## src/rtl/mem_arbiter_pkg.sv

```systemverilog
// mem_arbiter_pkg: shared constants for the two-port memory arbiter.
// Holds the 2-bit FSM state encoding, the state enum built on it, and the
// default address/data width and read latency used by the arbiter and its
// bus interface.
package mem_arbiter_pkg;

    // Default geometry: 16 words of 8 bits, two-cycle registered memory read.
    localparam int unsigned AW_DEF     = 4;
    localparam int unsigned DW_DEF     = 8;
    localparam int unsigned RD_LAT_DEF = 2;

    // Latency counter only ever holds RD_LAT-1 with RD_LAT in 1..3.
    localparam int unsigned CNT_W = 2;

    localparam logic [1:0] ST_IDLE    = 2'd0;
    localparam logic [1:0] ST_ISSUE   = 2'd1;
    localparam logic [1:0] ST_RD_WAIT = 2'd2;
    localparam logic [1:0] ST_RD_DONE = 2'd3;

    typedef enum logic [1:0] {
        IDLE    = ST_IDLE,
        ISSUE   = ST_ISSUE,
        RD_WAIT = ST_RD_WAIT,
        RD_DONE = ST_RD_DONE
    } arb_state_e;

endpackage : mem_arbiter_pkg

```

## src/rtl/mem_arbiter_if.sv

```systemverilog
// mem_arbiter_if: bundle of the requester-side handshakes and the memory-side
// bus of the arbiter.
//   requesters : req0/1, we0/1, addr0/1, wdata0/1 -> arbiter
//                gnt0/1, rvalid0/1, rdata0/1      <- arbiter
//   memory     : mem_write, mem_read, mem_addr, mem_wdata <- arbiter
//                mem_rdata                                -> arbiter
//   status     : busy <- arbiter
// Modports: slave = the arbiter's view, master = the environment's view.
interface mem_arbiter_if
    import mem_arbiter_pkg::*;
#(
    parameter int unsigned AW = AW_DEF,
    parameter int unsigned DW = DW_DEF
);
    logic          req0;
    logic          req1;
    logic          we0;
    logic          we1;
    logic [AW-1:0] addr0;
    logic [AW-1:0] addr1;
    logic [DW-1:0] wdata0;
    logic [DW-1:0] wdata1;
    logic          gnt0;
    logic          gnt1;
    logic          rvalid0;
    logic          rvalid1;
    logic [DW-1:0] rdata0;
    logic [DW-1:0] rdata1;
    logic          mem_write;
    logic          mem_read;
    logic [AW-1:0] mem_addr;
    logic [DW-1:0] mem_wdata;
    logic [DW-1:0] mem_rdata;
    logic          busy;

    modport slave (
        input  req0, req1, we0, we1, addr0, addr1, wdata0, wdata1, mem_rdata,
        output gnt0, gnt1, rvalid0, rvalid1, rdata0, rdata1,
        output mem_write, mem_read, mem_addr, mem_wdata, busy
    );

    modport master (
        output req0, req1, we0, we1, addr0, addr1, wdata0, wdata1, mem_rdata,
        input  gnt0, gnt1, rvalid0, rvalid1, rdata0, rdata1,
        input  mem_write, mem_read, mem_addr, mem_wdata, busy
    );

endinterface : mem_arbiter_if

```

## src/rtl/mem_arb_pick.sv

```systemverilog
// mem_arb_pick: combinational two-way request selector.
//   req0_i, req1_i : pending requests
//   last_i         : port granted most recently (0/1)
//   fixed_i        : 1 = port 0 always wins a tie, 0 = round-robin on last_i
//   winner_o       : selected port (only meaningful when a request is pending)
module mem_arb_pick (
    input  logic req0_i,
    input  logic req1_i,
    input  logic last_i,
    input  logic fixed_i,
    output logic winner_o
);

    // Tie goes to the port that was not served last, unless fixed priority.
    always_comb begin
        winner_o = 1'b0;
        if (req0_i && req1_i) begin
            winner_o = fixed_i ? 1'b0 : ~last_i;
        end else begin
            winner_o = req1_i;
        end
    end

endmodule : mem_arb_pick

```

## src/rtl/mem_arbiter.sv

```systemverilog
// mem_arbiter: serialises two requesters onto one single-port memory with a
// registered read output. One transaction is in flight at a time.
//   clk       : clock, rising edge
//   rst       : asynchronous reset, active low
//   bus       : mem_arbiter_if.slave (requester handshakes + memory bus)
// The memory-side strobes/address/data are registered from the FSM state, so
// they trail the state by one cycle: gnt and ISSUE share a cycle, mem_write or
// the first mem_read cycle follows it, and a read's data is sampled in the
// RD_DONE cycle, RD_LAT cycles after mem_read first rose.
// Build option: define MEM_ARB_FIXED_PRIO_EN for fixed priority (port 0 wins
// every tie, no last-grant pointer); otherwise ties are round-robin.
module mem_arbiter
    import mem_arbiter_pkg::*;
#(
    parameter int unsigned AW     = AW_DEF,
    parameter int unsigned DW     = DW_DEF,
    parameter int unsigned RD_LAT = RD_LAT_DEF
) (
    input  logic          clk,
    input  logic          rst,
    mem_arbiter_if.slave  bus
);

    arb_state_e       state_q,     state_d;
    logic             we_q,        we_d;
    logic [AW-1:0]    addr_q,      addr_d;
    logic [DW-1:0]    wdata_q,     wdata_d;
    logic             port_q,      port_d;
    logic [CNT_W-1:0] cnt_q,       cnt_d;
    logic             gnt0_q,      gnt0_d;
    logic             gnt1_q,      gnt1_d;
    logic             rvalid0_q,   rvalid0_d;
    logic             rvalid1_q,   rvalid1_d;
    logic [DW-1:0]    rdata0_q,    rdata0_d;
    logic [DW-1:0]    rdata1_q,    rdata1_d;
    logic             mem_write_q, mem_write_d;
    logic             mem_read_q,  mem_read_d;
    logic [AW-1:0]    mem_addr_q,  mem_addr_d;
    logic [DW-1:0]    mem_wdata_q, mem_wdata_d;
    logic             busy_q,      busy_d;
    logic             winner;

`ifdef MEM_ARB_FIXED_PRIO_EN
    mem_arb_pick u_pick (
        .req0_i   (bus.req0),
        .req1_i   (bus.req1),
        .last_i   (1'b0),
        .fixed_i  (1'b1),
        .winner_o (winner)
    );
`else
    logic last_q, last_d;

    mem_arb_pick u_pick (
        .req0_i   (bus.req0),
        .req1_i   (bus.req1),
        .last_i   (last_q),
        .fixed_i  (1'b0),
        .winner_o (winner)
    );
`endif

    // Next-state and output decode.
    always_comb begin
        state_d     = state_q;
        we_d        = we_q;
        addr_d      = addr_q;
        wdata_d     = wdata_q;
        port_d      = port_q;
        cnt_d       = cnt_q;
        gnt0_d      = 1'b0;
        gnt1_d      = 1'b0;
        rvalid0_d   = 1'b0;
        rvalid1_d   = 1'b0;
        rdata0_d    = rdata0_q;
        rdata1_d    = rdata1_q;
        mem_write_d = 1'b0;
        mem_read_d  = 1'b0;
        mem_addr_d  = mem_addr_q;
        mem_wdata_d = mem_wdata_q;
`ifndef MEM_ARB_FIXED_PRIO_EN
        last_d      = last_q;
`endif

        case (state_q)
            IDLE: begin
                if (bus.req0 || bus.req1) begin
                    gnt0_d  = ~winner;
                    gnt1_d  = winner;
                    we_d    = winner ? bus.we1    : bus.we0;
                    addr_d  = winner ? bus.addr1  : bus.addr0;
                    wdata_d = winner ? bus.wdata1 : bus.wdata0;
                    port_d  = winner;
`ifndef MEM_ARB_FIXED_PRIO_EN
                    last_d  = winner;
`endif
                    state_d = ISSUE;
                end
            end
            ISSUE: begin
                mem_addr_d  = addr_q;
                mem_wdata_d = wdata_q;
                if (we_q) begin
                    mem_write_d = 1'b1;
                    state_d     = IDLE;
                end else begin
                    mem_read_d = 1'b1;
                    cnt_d      = CNT_W'(RD_LAT - 1);
                    state_d    = RD_WAIT;
                end
            end
            RD_WAIT: begin
                mem_read_d = 1'b1;
                if (cnt_q == '0) begin
                    state_d = RD_DONE;
                end else begin
                    cnt_d = cnt_q - CNT_W'(1);
                end
            end
            RD_DONE: begin
                if (port_q) begin
                    rdata1_d  = bus.mem_rdata;
                    rvalid1_d = 1'b1;
                end else begin
                    rdata0_d  = bus.mem_rdata;
                    rvalid0_d = 1'b1;
                end
                state_d = IDLE;
            end
            default: state_d = IDLE;
        endcase

        busy_d = (state_d != IDLE);
    end

    // State and output registers; reset aborts any transaction in flight.
    always_ff @(posedge clk or negedge rst) begin
        if (!rst) begin
            state_q     <= IDLE;
            we_q        <= 1'b0;
            addr_q      <= '0;
            wdata_q     <= '0;
            port_q      <= 1'b0;
            cnt_q       <= '0;
            gnt0_q      <= 1'b0;
            gnt1_q      <= 1'b0;
            rvalid0_q   <= 1'b0;
            rvalid1_q   <= 1'b0;
            rdata0_q    <= '0;
            rdata1_q    <= '0;
            mem_write_q <= 1'b0;
            mem_read_q  <= 1'b0;
            mem_addr_q  <= '0;
            mem_wdata_q <= '0;
            busy_q      <= 1'b0;
`ifndef MEM_ARB_FIXED_PRIO_EN
            last_q      <= 1'b1;
`endif
        end else begin
            state_q     <= state_d;
            we_q        <= we_d;
            addr_q      <= addr_d;
            wdata_q     <= wdata_d;
            port_q      <= port_d;
            cnt_q       <= cnt_d;
            gnt0_q      <= gnt0_d;
            gnt1_q      <= gnt1_d;
            rvalid0_q   <= rvalid0_d;
            rvalid1_q   <= rvalid1_d;
            rdata0_q    <= rdata0_d;
            rdata1_q    <= rdata1_d;
            mem_write_q <= mem_write_d;
            mem_read_q  <= mem_read_d;
            mem_addr_q  <= mem_addr_d;
            mem_wdata_q <= mem_wdata_d;
            busy_q      <= busy_d;
`ifndef MEM_ARB_FIXED_PRIO_EN
            last_q      <= last_d;
`endif
        end
    end

    assign bus.gnt0      = gnt0_q;
    assign bus.gnt1      = gnt1_q;
    assign bus.rvalid0   = rvalid0_q;
    assign bus.rvalid1   = rvalid1_q;
    assign bus.rdata0    = rdata0_q;
    assign bus.rdata1    = rdata1_q;
    assign bus.mem_write = mem_write_q;
    assign bus.mem_read  = mem_read_q;
    assign bus.mem_addr  = mem_addr_q;
    assign bus.mem_wdata = mem_wdata_q;
    assign bus.busy      = busy_q;

endmodule : mem_arbiter

```

## src/flat_wrapper.sv

```systemverilog
// flat-port wrapper written by rule: the top's interface ports become plain ports
module mem_arbiter_flat import mem_arbiter_pkg::*;
#(
    parameter int unsigned AW     = AW_DEF,
    parameter int unsigned DW     = DW_DEF,
    parameter int unsigned RD_LAT = RD_LAT_DEF
)
  (clk, rst, bus_req0, bus_req1, bus_we0, bus_we1, bus_addr0, bus_addr1, bus_wdata0, bus_wdata1, bus_mem_rdata, bus_gnt0, bus_gnt1, bus_rvalid0, bus_rvalid1, bus_rdata0, bus_rdata1, bus_mem_write, bus_mem_read, bus_mem_addr, bus_mem_wdata, bus_busy);
  mem_arbiter_if #(.AW(AW), .DW(DW)) bus_i ();
  input  logic clk;
  input  logic rst;
  input wire logic [$bits(bus_i.req0)-1:0] bus_req0;
  input wire logic [$bits(bus_i.req1)-1:0] bus_req1;
  input wire logic [$bits(bus_i.we0)-1:0] bus_we0;
  input wire logic [$bits(bus_i.we1)-1:0] bus_we1;
  input wire logic [$bits(bus_i.addr0)-1:0] bus_addr0;
  input wire logic [$bits(bus_i.addr1)-1:0] bus_addr1;
  input wire logic [$bits(bus_i.wdata0)-1:0] bus_wdata0;
  input wire logic [$bits(bus_i.wdata1)-1:0] bus_wdata1;
  input wire logic [$bits(bus_i.mem_rdata)-1:0] bus_mem_rdata;
  output wire logic [$bits(bus_i.gnt0)-1:0] bus_gnt0;
  output wire logic [$bits(bus_i.gnt1)-1:0] bus_gnt1;
  output wire logic [$bits(bus_i.rvalid0)-1:0] bus_rvalid0;
  output wire logic [$bits(bus_i.rvalid1)-1:0] bus_rvalid1;
  output wire logic [$bits(bus_i.rdata0)-1:0] bus_rdata0;
  output wire logic [$bits(bus_i.rdata1)-1:0] bus_rdata1;
  output wire logic [$bits(bus_i.mem_write)-1:0] bus_mem_write;
  output wire logic [$bits(bus_i.mem_read)-1:0] bus_mem_read;
  output wire logic [$bits(bus_i.mem_addr)-1:0] bus_mem_addr;
  output wire logic [$bits(bus_i.mem_wdata)-1:0] bus_mem_wdata;
  output wire logic [$bits(bus_i.busy)-1:0] bus_busy;
  assign bus_i.req0 = bus_req0;
  assign bus_i.req1 = bus_req1;
  assign bus_i.we0 = bus_we0;
  assign bus_i.we1 = bus_we1;
  assign bus_i.addr0 = bus_addr0;
  assign bus_i.addr1 = bus_addr1;
  assign bus_i.wdata0 = bus_wdata0;
  assign bus_i.wdata1 = bus_wdata1;
  assign bus_i.mem_rdata = bus_mem_rdata;
  assign bus_gnt0 = bus_i.gnt0;
  assign bus_gnt1 = bus_i.gnt1;
  assign bus_rvalid0 = bus_i.rvalid0;
  assign bus_rvalid1 = bus_i.rvalid1;
  assign bus_rdata0 = bus_i.rdata0;
  assign bus_rdata1 = bus_i.rdata1;
  assign bus_mem_write = bus_i.mem_write;
  assign bus_mem_read = bus_i.mem_read;
  assign bus_mem_addr = bus_i.mem_addr;
  assign bus_mem_wdata = bus_i.mem_wdata;
  assign bus_busy = bus_i.busy;
  mem_arbiter #(.AW(AW), .DW(DW), .RD_LAT(RD_LAT)) u_core (.clk(clk), .rst(rst), .bus(bus_i));
endmodule
```

## config.mk

```make
export PLATFORM = sky130hd
export DESIGN_NAME = mem_arbiter_flat
export DESIGN_NICKNAME = d
export VERILOG_FILES = /design/src/rtl/mem_arbiter_pkg.sv /design/src/rtl/mem_arbiter_if.sv /design/src/rtl/mem_arb_pick.sv /design/src/rtl/mem_arbiter.sv /design/src/flat_wrapper.sv
export SDC_FILE = /design/constraint.sdc
export NUM_CORES = 1
export LEC_CHECK = 0
export ABC_AREA = 1
export ABC_CLOCK_PERIOD_IN_PS = 1600
export BUFFER_PORTS_ARGS = -buffer_cell sky130_fd_sc_hd__clkbuf_2
export CAP_MARGIN = 25
export CORE_MARGIN = 3
export CORE_UTILIZATION = 46
export DETAILED_ROUTE_END_ITERATION = 8
export PLACE_DENSITY = 0.75
export RECOVER_POWER = 25
export SETUP_SLACK_MARGIN = 0.3
export SLEW_MARGIN = 20
export SYNTH_ARGS = -nofsm -noshare
export SYNTH_HDL_FRONTEND = slang
export SYNTH_SLANG_ARGS = --single-unit
export TNS_END_PERCENT = 10
```

## constraint.sdc

```tcl
create_clock -name clk -period 1.6 [get_ports clk]
set_clock_uncertainty 0.2 [all_clocks]
set_input_delay 0.16 -clock clk [delete_from_list [all_inputs] [get_ports clk]]
set_output_delay 0.16 -clock clk [all_outputs]
set_load 0.1 [all_outputs]
```

==> After elaboration in Yosys (flattened, before gate mapping) <==
Cells that the tools add are included.
{ "totals": {"ff_bits": 54, "output_inout_bits": 35} }
{ "classes": {"bitwise_logic": 3, "reduce_logical": 10, "addsub": 1, "mux": 23, "n_eq_ne": 5} }
{ "ops": {"columns": ["operator", "count"], "rows": [
  ["two-way mux 1 bit", 13],
  ["two-way mux 2 bit", 5],
  ["two-way mux 8 bit", 1],
  ["one-hot mux 2 bit (4 select lines)", 1],
  ["AND reduction 2 bit", 3],
  ["equality test 2 bit, second input constant", 2],
  ["logical NOT 2 bit", 2],
  ["two-way mux 4 bit", 1],
  ["inequality test 2 bit, second input constant", 2],
  ["one-hot mux 2 bit (2 select lines)", 1],
  ["nonzero test 2 bit", 2],
  ["NOT 1 bit", 3],
  ["AND reduction 3 bit", 1],
  ["equality test 2 x 1 -> 1 bit, second input constant", 1],
  ["one-hot mux 1 bit (2 select lines)", 1],
  ["subtractor 2 x 1 -> 2 bit, second input constant", 1],
  ["logical AND 1 bit", 1],
  ["logical OR 1 bit", 1]
]} }

==> Logic depth before layout (Yosys ltp) <==
{ "logic_depth": {"word_depth": 5, "ltp_mapped": 8, "mapped_depth_nobuf": 7} }

==> By module <==
From an unflattened synthesis, not the netlist that was laid out.
{ "unflattened": {"cells_unflattened": 274, "hier_area_um2": 2318.5} }
{ "modules_own_cells": {"columns": ["module", "cells_per_inst", "seq_area_each_um2", "area_each_um2", "instances"], "rows": [
  ["mem_arbiter", 268, 1352.5, 2293.4, 1],
  ["mem_arb_pick", 6, 0.0, 25.0, 1]
]} }

==> Least setup slack after synthesis <==
OpenSTA, ideal clock, no wires.
{ "synth_timing": {"path_kind": "register to register", "startpoint": "register u_core.state_q[0]", "endpoint": "register u_core.we_q", "stages_incl_launch_ff": 9, "path_buffers": 1, "synth_period_minus_slack_ps": 1532, "t_arrival_ps": 1215, "path_slack_ps": 68, "t_required_ps": 1283, "path_cell_list": "dfrtp_1 -> inv_1 -> ha_1 -> inv_2 -> nor2_8 -> inv_6 -> buf_12 -> nand2_2 -> nand2_1"} }
{ "synth_via": {"elab_chain_cells": 2} }
{ "synth_rtl": {"columns": ["item", "line", "rtl"], "rows": [
  ["start: declaration", "mem_arbiter.sv:24", "arb_state_e state_q, state_d;"],
  ["start signal: assignment", "mem_arbiter.sv:160", "state_q <= state_d;"],
  ["logical NOT 2 bit", "mem_arbiter.sv:85", "case (state_q)"],
  ["AND reduction 2 bit (no source line)", null, null],
  ["end signal: assignment", "mem_arbiter.sv:161", "we_q <= we_d;"],
  ["end: declaration", "mem_arbiter.sv:25", "logic we_q, we_d;"]
]} }
No other way between the ends.
A chain may end at the register's enable or synchronous reset.

==> Worst setup path in the final report <==
{ "layout_timing": {"startpoint": "register u_core.state_q[0]", "endpoint": "register u_core.busy_q, in the netlist u_core.bus.busy"} }
{ "layout_via": {"elab_chain_cells": 3} }
{ "layout_rtl": {"columns": ["item", "line", "rtl"], "rows": [
  ["equality test 2 bit (tied with other cells)", "mem_arbiter.sv:85", null],
  ["one-hot mux 2 bit (4 select lines) *", "mem_arbiter.sv:85", null],
  ["nonzero test 2 bit *", "mem_arbiter.sv:133", "busy_d = (state_d != IDLE);"],
  ["net u_core.busy_d", "mem_arbiter.sv:40", "logic busy_q, busy_d;"],
  ["end signal: assignment", "mem_arbiter.sv:176", "busy_q <= busy_d;"],
  ["end: declaration", "mem_arbiter.sv:40", null]
]} }
The timed path passes the listed nets; every way through them passes the cells marked *.

==> results.sh <==
export IMPL_status="complete, no violations"
export IMPL_syn_inst=284
export IMPL_place_area_um2=2880
export IMPL_critPathMaxFanout=4
export IMPL_grt_pass1_vias=2157
export IMPL_final_util_pct=71.4
export IMPL_clock_latency_ps=300
export IMPL_setup_violations_final=0
export IMPL_critPathRequiredTime_ps=1580
export IMPL_grt_overflow_total=0
export IMPL_grt_max_degree=55
export IMPL_path_class="register to register"
export IMPL_ios=73
export IMPL_syn_nets=327
export IMPL_ys_warn_count=0
export IMPL_cts_tree="done"
export IMPL_layout_cells_non_filler=462
export IMPL_final_layout_size_suffix_gt1_share_pct=34.4
export IMPL_rows=25
export IMPL_max_stage_delay_ps=410
export IMPL_drtAntennaViolNets=0
export IMPL_numCtsBuffers=5
export IMPL_synth_top_area_share_pct=54.7
export IMPL_die_area_um2=6180
export IMPL_synth_largest_area_cell="dfrtp_1"
export IMPL_dieWidth_um=78.6
export IMPL_grtUsageTotal_pct=20.3
export IMPL_dr_first_iter_drc_count=158
export IMPL_min_path_cells=5
export IMPL_critPathSlowestCell="dfrtp_1"
export IMPL_vias=2175
export IMPL_rsz0062_at_grt="yes"
export IMPL_synthToLayoutAreaGrowth_pct=44.6
export IMPL_r2r_cells=7
export IMPL_viasPerCell=4.71
export IMPL_path_cells="inv_2 -> ha_4 -> buf_4 -> nor2_2 -> o21ai_2 -> nand2_1 -> nand3_1"
export IMPL_crit_family="flip-flops"
export IMPL_ys_types=21
export IMPL_cts_root_buffer="clkbuf_8"
export IMPL_final_nets=437
export IMPL_fill_cells=349
export IMPL_hold_violations=0
export IMPL_ys_ff_latch=54
export IMPL_die_h_um=78.6
export IMPL_dp_cells=420
export IMPL_io_buffers=72
export IMPL_setup_tns_ps=0
export IMPL_num_antenna_cells=0
export IMPL_drt_wl_total_um=5850
export IMPL_routedWlPerCell_um=12.7
export IMPL_cp_arrival_ps=1490
export IMPL_drc=0
export IMPL_antenna_found_initial=0
export IMPL_max_freq_mhz=663
export IMPL_fp_coreArea_um2=4910
export IMPL_worstMarginPinSlew_ps=703
export IMPL_period_minus_slack_ps=1510
export IMPL_path_clk_slew_ps=90
export IMPL_start_kind="register"
export IMPL_ys_seq_area_share_pct=55.8
export IMPL_cts_buffer_depth=2
export IMPL_cts_htree_levels=2
export IMPL_slew_viol_final=0
export IMPL_netlist_area_um2=2420
export IMPL_syn_avg_cell_area_um2=8.54
export IMPL_drv_cap=0
export IMPL_globalplace_congestion=0.871
export IMPL_path_buf_inv=2
export IMPL_endpoint_kind="register"
export IMPL_fin_area_um2=3510
export IMPL_dr_pass1_iters=4
export IMPL_hp_class="input port to register"
export IMPL_hpwlAfterDp_um=3650
export IMPL_cts_sinks=54
export IMPL_cp_num_cells=7
export IMPL_synthTopCellsByArea="dfrtp_1, nand2_1, inv_1"
export IMPL_layout_common_cells="nand2_1, dfrtp_1, inv_1"
export IMPL_final_common_cell="nand2_1"
export IMPL_start_util_pct=49.4
export IMPL_grt_pass1_wl_um=9900
export IMPL_finalCritPeriodShare_pct=94.2
export IMPL_relSlewSlack_pct=53.2
## cells in the mapped netlist, drive strengths merged
cell type  count
nand3         29
o21ai         20
o21a           1
buf            9
nand2        109
inv           49
ha             5
nor2           6
dfstp          1
a21oi          1
clkbuf         1
dfrtp         53
## sequential cells by signal (all words and copies together), names as in the netlist
signal                flops
u_core.bus.rdata0         8
u_core.addr_q             4
u_core.bus.rvalid1        1
u_core.bus.busy           1
u_core.bus.mem_read       1
u_core.cnt_q              2
u_core.bus.mem_write      1
u_core.bus.gnt0           1
u_core.last_q             1
u_core.bus.gnt1           1
u_core.port_q             1
u_core.bus.rvalid0        1
u_core.we_q               1
u_core.bus.mem_wdata      8
u_core.bus.mem_addr       4
u_core.state_q            2
u_core.wdata_q            8
u_core.bus.rdata1         8
## metrics by stage
stage	hold slack (ps)	setup slack [ps]
final	10.5	92.7
after global routing	21.5	40.5
after CTS	5.00	146
after detailed placement	-21.4	63.9
after global placement	-21.4	147
after floorplan	-336	204
## final cells by class
cell class / instances / area [um^2] / share of cell area (%)
flip-flops and latches: 54 / 1350 / 38.6
multi-input cells: 172 / 920 / 26.2
repair buffers: 111 / 806 / 23.0
inverters: 49 / 196 / 5.60
well taps: 67 / 83.8 / 2.39
clock buffers: 6 / 82.6 / 2.35
clock inverters: 2 / 60.1 / 1.71
repair inverters: 1 / 6.26 / 0.178
## tightest hold or removal path, cell delays in order
cell	delay [ps]
clkbuf_2	70
inv_1	30
nand3_1	80
nand3_2	80
nand2_1	60
## layer usage
metal / routed length [um] / track usage [%]
met2: 2910 / 32.9
met4: 80 / 9.09
met3: 349 / 3.67
met1: 2510 / 26.4
met5: 0 / 0
## logic make-up (layout without fill, tap and decap cells)
| logic type | Yosys count | after routing | share of synthesized area (%) |
|---|---|---|---|
| buf+inv | 59 | 169 | 11.0 |
| fa+ha+maj | 5 | 5 | 2.58 |
| compound gates | 22 | 22 | 4.80 |
| simple gates | 144 | 145 | 25.8 |
| flops | 54 | 54 | 55.8 |
## path summary, 6_finish.rpt
path,startpoint,to,slack [ps]
max,u_core.state_q[0]$_DFF_PN0_,u_core.bus.busy$_DFF_PN0_,90
max reg2reg,u_core.state_q[0]$_DFF_PN0_,u_core.bus.busy$_DFF_PN0_,90
min,bus_addr1[3],u_core.addr_q[3]$_DFFE_PN0P_,10
min reg2reg,u_core.bus.mem_wdata[2]$_DFFE_PN0N_,u_core.bus.mem_wdata[2]$_DFFE_PN0N_,270
max in group asynchronous,rst,u_core.bus.mem_wdata[3]$_DFFE_PN0N_,380
min in group asynchronous,rst,u_core.bus.rdata0[4]$_DFFE_PN0P_,360
## repair_timing
item	CTS	global route
endpoints found under the setup margin	84	87
gates resized for setup	44	10
cloned	2	0
hold buffers	22	0
pin swaps	17	5
buffers inserted	7	3
endpoints found under the hold margin	81	0
Power is left out: the tool's default activity adds up to more than one toggle a clock period on the data nets, which glitch-free logic cannot reach.
